[config.mk]
export PLATFORM = sky130hd
export DESIGN_NAME = l1_l2_arbiter
export DESIGN_NICKNAME = d
export VERILOG_FILES = /design/src/rtl/lc3b_types.sv /design/src/rtl/l1_l2_arbiter.sv
export SDC_FILE = /design/constraint.sdc
export NUM_CORES = 1
export LEC_CHECK = 0
export ABC_AREA = 1
export BUFFER_PORTS_ARGS = -buffer_cell sky130_fd_sc_hd__buf_2
export CAP_MARGIN = 40
export CORE_AREA = 4 4 273 275
export CTS_BUF_LIST = sky130_fd_sc_hd__clkbuf_4 sky130_fd_sc_hd__clkbuf_8
export DETAILED_ROUTE_END_ITERATION = 6
export DIE_AREA = 0 0 277 279
export GPL_ROUTABILITY_DRIVEN = 1
export SETUP_SLACK_MARGIN = 0.1
export SLEW_MARGIN = 20
export SYNTH_ARGS = -nofsm -noshare
export SYNTH_HDL_FRONTEND = slang
export SYNTH_SLANG_ARGS = --single-unit
[constraint.sdc]
create_clock -name clk -period 5.2 [get_ports clk]
set_input_delay 0.52 -clock clk [delete_from_list [all_inputs] [get_ports clk]]
set_output_delay 0.52 -clock clk [all_outputs]
set_load 0.01 [all_outputs]
[src/rtl/lc3b_types.sv]
// Shared LC-3b memory-side types used by the cache hierarchy.
package lc3b_types;
  typedef logic [15:0]  lc3b_word;
  typedef logic [127:0] lc3b_chunk;
  typedef logic [1:0]   lc3b_mem_wmask;
endpackage

[src/rtl/l1_l2_arbiter.sv]
// Round-robin arbiter sharing one L2 port between I- and D-cache; L2 strobe one cycle after grant.
// Requesters hold their request until resp; no preemption, losers wait in place until the next IDLE cycle.
module l1_l2_arbiter
  import lc3b_types::*;
(
  input  logic          clk,
  input  logic          reset,

  input  lc3b_word      i_mem_address,
  input  logic          i_mem_read,
  output lc3b_chunk     i_mem_rdata,
  output logic          i_mem_resp,

  input  lc3b_word      d_mem_address,
  input  lc3b_chunk     d_mem_wdata,
  input  logic          d_mem_read,
  input  logic          d_mem_write,
  input  lc3b_mem_wmask d_mem_byte_enable,
  output lc3b_chunk     d_mem_rdata,
  output logic          d_mem_resp,

  output lc3b_word      l2_mem_address,
  output lc3b_chunk     l2_mem_wdata,
  output lc3b_mem_wmask l2_mem_byte_enable,
  output logic          l2_mem_read,
  output logic          l2_mem_write,
  input  lc3b_chunk     l2_mem_rdata,
  input  logic          l2_mem_resp
);

  localparam logic [1:0] IDLE    = 2'd0;
  localparam logic [1:0] SERVE_I = 2'd1;
  localparam logic [1:0] SERVE_D = 2'd2;

  localparam logic GRANT_I = 1'b0;
  localparam logic GRANT_D = 1'b1;

  logic [1:0]    state_q, state_d;
  logic          last_grant_q, last_grant_d;
  lc3b_word      addr_q, addr_d;
  lc3b_chunk     wdata_q, wdata_d;
  lc3b_mem_wmask be_q, be_d;
  logic          rd_q, rd_d;
  logic          wr_q, wr_d;

  logic i_req, d_req;
  logic grant_i, grant_d;

  assign i_req = i_mem_read;
  assign d_req = d_mem_read | d_mem_write;

  // With both pending, the side that did not win last time gets the port.
  always_comb begin
    grant_i = 1'b0;
    grant_d = 1'b0;
    if (state_q == IDLE) begin
      if (i_req && d_req) begin
        grant_d = (last_grant_q == GRANT_I);
        grant_i = ~grant_d;
      end else begin
        grant_i = i_req;
        grant_d = d_req;
      end
    end
  end

  always_comb begin
    state_d      = state_q;
    last_grant_d = last_grant_q;
    addr_d       = addr_q;
    wdata_d      = wdata_q;
    be_d         = be_q;
    rd_d         = rd_q;
    wr_d         = wr_q;

    case (state_q)
      IDLE: begin
        if (grant_i) begin
          state_d      = SERVE_I;
          last_grant_d = GRANT_I;
          addr_d       = i_mem_address;
          wdata_d      = '0;
          be_d         = 2'b11;
          rd_d         = 1'b1;
          wr_d         = 1'b0;
        end else if (grant_d) begin
          state_d      = SERVE_D;
          last_grant_d = GRANT_D;
          addr_d       = d_mem_address;
          wdata_d      = d_mem_wdata;
          be_d         = d_mem_byte_enable;
          // A combined read+write from the D-cache goes out as a write.
          rd_d         = d_mem_read & ~d_mem_write;
          wr_d         = d_mem_write;
        end
      end
      SERVE_I, SERVE_D: begin
        if (l2_mem_resp) begin
          state_d = IDLE;
        end
      end
      default: begin
        state_d = IDLE;
      end
    endcase
  end

  always_ff @(posedge clk or posedge reset) begin
    if (reset) begin
      state_q      <= IDLE;
      last_grant_q <= GRANT_I;
      addr_q       <= '0;
      wdata_q      <= '0;
      be_q         <= '0;
      rd_q         <= 1'b0;
      wr_q         <= 1'b0;
    end else begin
      state_q      <= state_d;
      last_grant_q <= last_grant_d;
      addr_q       <= addr_d;
      wdata_q      <= wdata_d;
      be_q         <= be_d;
      rd_q         <= rd_d;
      wr_q         <= wr_d;
    end
  end

  assign l2_mem_address     = addr_q;
  assign l2_mem_wdata       = wdata_q;
  assign l2_mem_byte_enable = be_q;
  assign l2_mem_read        = rd_q & (state_q != IDLE);
  assign l2_mem_write       = wr_q & (state_q != IDLE);

  assign i_mem_resp  = l2_mem_resp & (state_q == SERVE_I);
  assign d_mem_resp  = l2_mem_resp & (state_q == SERVE_D);
  assign i_mem_rdata = l2_mem_rdata;
  assign d_mem_rdata = l2_mem_rdata;

endmodule

==> impl_metrics.toml <==
[worst_setup_path]
crit_start = "state_q[0]"
startpoint_type = "flop"
critPathArrivalTime_ns = 2.89
timing_worst_setup_path_type = "flop to flop"
cp.required_ns = 5.67
path_max_fanout = 70
critPathCaptureType = "flop"
timing.rr.start = "state_q[0]"

[grt]
antenna_found_initial = 10
grt_pass1_wl_um = 40990
grt_max_degree = 79
grt_pass1_vias = 6374
grt_usage_pct = 7.232
grt_overflow = 0

[sta]
drv_slew = 0
fin_setup_tns_ns = 0
fin_worst_skew_ns = 0.02094
hold_violations = 0
relSlewSlack_pct = 44.24
setup_violations = 0
rsz0062_at_grt = "false"
finalCriticalPeriod_ns = 2.424
fin_crit_sh_pct = 46.61
max_slew.worst_pin.slew_ns = 0.8364
max_freq_mhz = 412.6

[place]
portBuffers = 317
dp_hpwl_um = 21440
place_area_um2 = 9016
gp_congestion = 0.7154

[route]
viasPerCell = 3.151
drt_iter0_markers = 254
dr.pass1.iters = 4
finalWirelength_um = 28480
drc = 0
dr_total_vias = 6339
final_antenna_net_count = 0
wl_per_cell_um = 14.16

[clocking]
clk_latency_ns = 0.52
path_clk_slew_ns = 0.10
cts_tree = "yes"
ctsHtreeMaxLevel = 4
clock_sinks = 151
clock_tree.buffer_depth = 2
numCtsBuffers = 17
ctsRootBufferMaster = "clkbuf_8"

[synthesis]
syn-cell-area_um2 = 8249
synth_nets = 1296
ys_types = 19
syn_area_per_cell_um2 = 8.274
seq_area_frac_synth_pct = 45.81
ys_warn_count = 0
postSynthCellCount = 997
yosys_register_bits = 151

[cells_and_area]
syn_to_final_growth_pct = 14.96
final_common_cell = "nand2_1"
finalInstanceArea_um2 = 9483
layout_common_cells = "340 x nand2_1, 317 x buf_2, 151 x dfrtp_1, 148 x nand3_1, 30 x inv_1"
layout-drive-gt1-share_pct = 34.80
nNetsFinal = 1336
fill_cells = 8329

[power]
ir_drop_v = 0.0002256
leakagePower_uw = 0.005136
power_density_nw_per_um2 = 582.1

[die]
ios = 702
die_w_um = 277
num_rows = 99
die_area_um2 = 77280
start_util_pct = 11.40
core_um2 = 72340
die_h_um = 279

[job]
max-cap-violations = 0

[min_path]
hp-start = "d_mem_wdata[27]"
hold_class = "input port to flop"

[status]
status = "finished, final reports clean"
[flip-flops by register name, summed over array words and instances, names as in the netlist]
register            count
state_q                 2
wr_q                    1
l2_mem_byte_enable      2
l2_mem_address         16
l2_mem_wdata          128
rd_q                    1
last_grant_q            1
[worst paths after layout]
path | to | slack [ns] | cells past startpoint
worst max-delay path | l2_mem_address[4] | 2.78 | 7
worst min register to register | l2_mem_wdata[26] | 0.48 | 2
max in group asynchronous | l2_mem_address[12] | 4.04 | 4
worst min-delay path | l2_mem_wdata[27] | 0.22 | 3
min in group asynchronous | l2_mem_wdata[77] | 0.46 | 3
worst max register to register | l2_mem_address[4] | 2.78 | 7
[metal layers]
layer / share of wire (%) / global-route usage [%] / vias to the layer above
met5: 0.52 / 1.038 / -
met4: 7.6 / 5.892 / 10
met3: 14 / 4.699 / 154
met2: 42 / 10.15 / 441
met1: 37 / 7.480 / 2803
li1: - / - / 2931
[cell usage after synthesis (all sizes together)]
library cell  count  share of area, %
inv              32               1.5
nand2           343                16
nand3           149               9.1
clkbuf            7              0.32
ha                3              0.46
a21oi             1              0.20
o21ai             9              0.55
nor2              4              0.27
buf             298                26
dfrtp           151                46
[what timing repair did]
item	in CTS	in global routing
resized for setup	0	0
endpoints found under the setup margin	0	0
hold endpoints to repair	14	0
buffers inserted	0	0
hold buffers	1	0
[cell type report]
| class | count | area (um^2) | area share (%) |
|---|---|---|---|
| Timing Repair Buffer | 326 | 1729 | 18.23 |
| Antenna cell | 4 | 10.01 | 0.1056 |
| Sequential cell | 151 | 3779 | 39.85 |
| Clock inverter | 10 | 170.2 | 1.794 |
| Clock buffer | 21 | 276.5 | 2.916 |
| Multi-Input combinational cell | 509 | 2193 | 23.13 |
| Tap cell | 959 | 1200 | 12.65 |
| Inverter | 32 | 125.1 | 1.319 |
[metrics by stage]
step	util [%]	setup slack [ns]	power [uW]	instances	hold WS, ns
after floorplan	-	0.6153	3682	997	0.4509
after global placement	12.35	2.385	4457	1973	0.4566
after detailed placement	12.46	2.648	4524	1976	0.4598
after CTS	13.10	2.614	5713	2008	0.09794
after global routing	13.10	2.486	6040	2010	0.1312
final	13.11	2.776	5520	2012	0.2189
[cell families (layout without fill, tap and decap cells)]
family / after synthesis / count (layout) / synth area share [%]
buf+inv: 337 / 389 / 27.86
simple gates: 496 / 496 / 25.13
flops: 151 / 151 / 45.81
other cells: 0 / 4 / 0
compound gates: 10 / 10 / 0.7432
fa+ha+maj: 3 / 3 / 0.4551
[report_power, final]
part	leakage, uW	total (uW)	switching (uW)	internal, uW
logic	0.00301	2480	1640	839
registers	0.00190	1950	261	1690
clock network	0.000220	1090	529	560
[critical path, cell delays in order (launching register included)]
cell and delay (ns):
dfrtp_1 0.41, inv_1 0.12, ha_4 0.55, buf_4 0.68
nand3_1 0.30, nand2_1 0.16, nand2_1 0.06, nand2_1 0.05
Power figures use the tool's default switching activity.
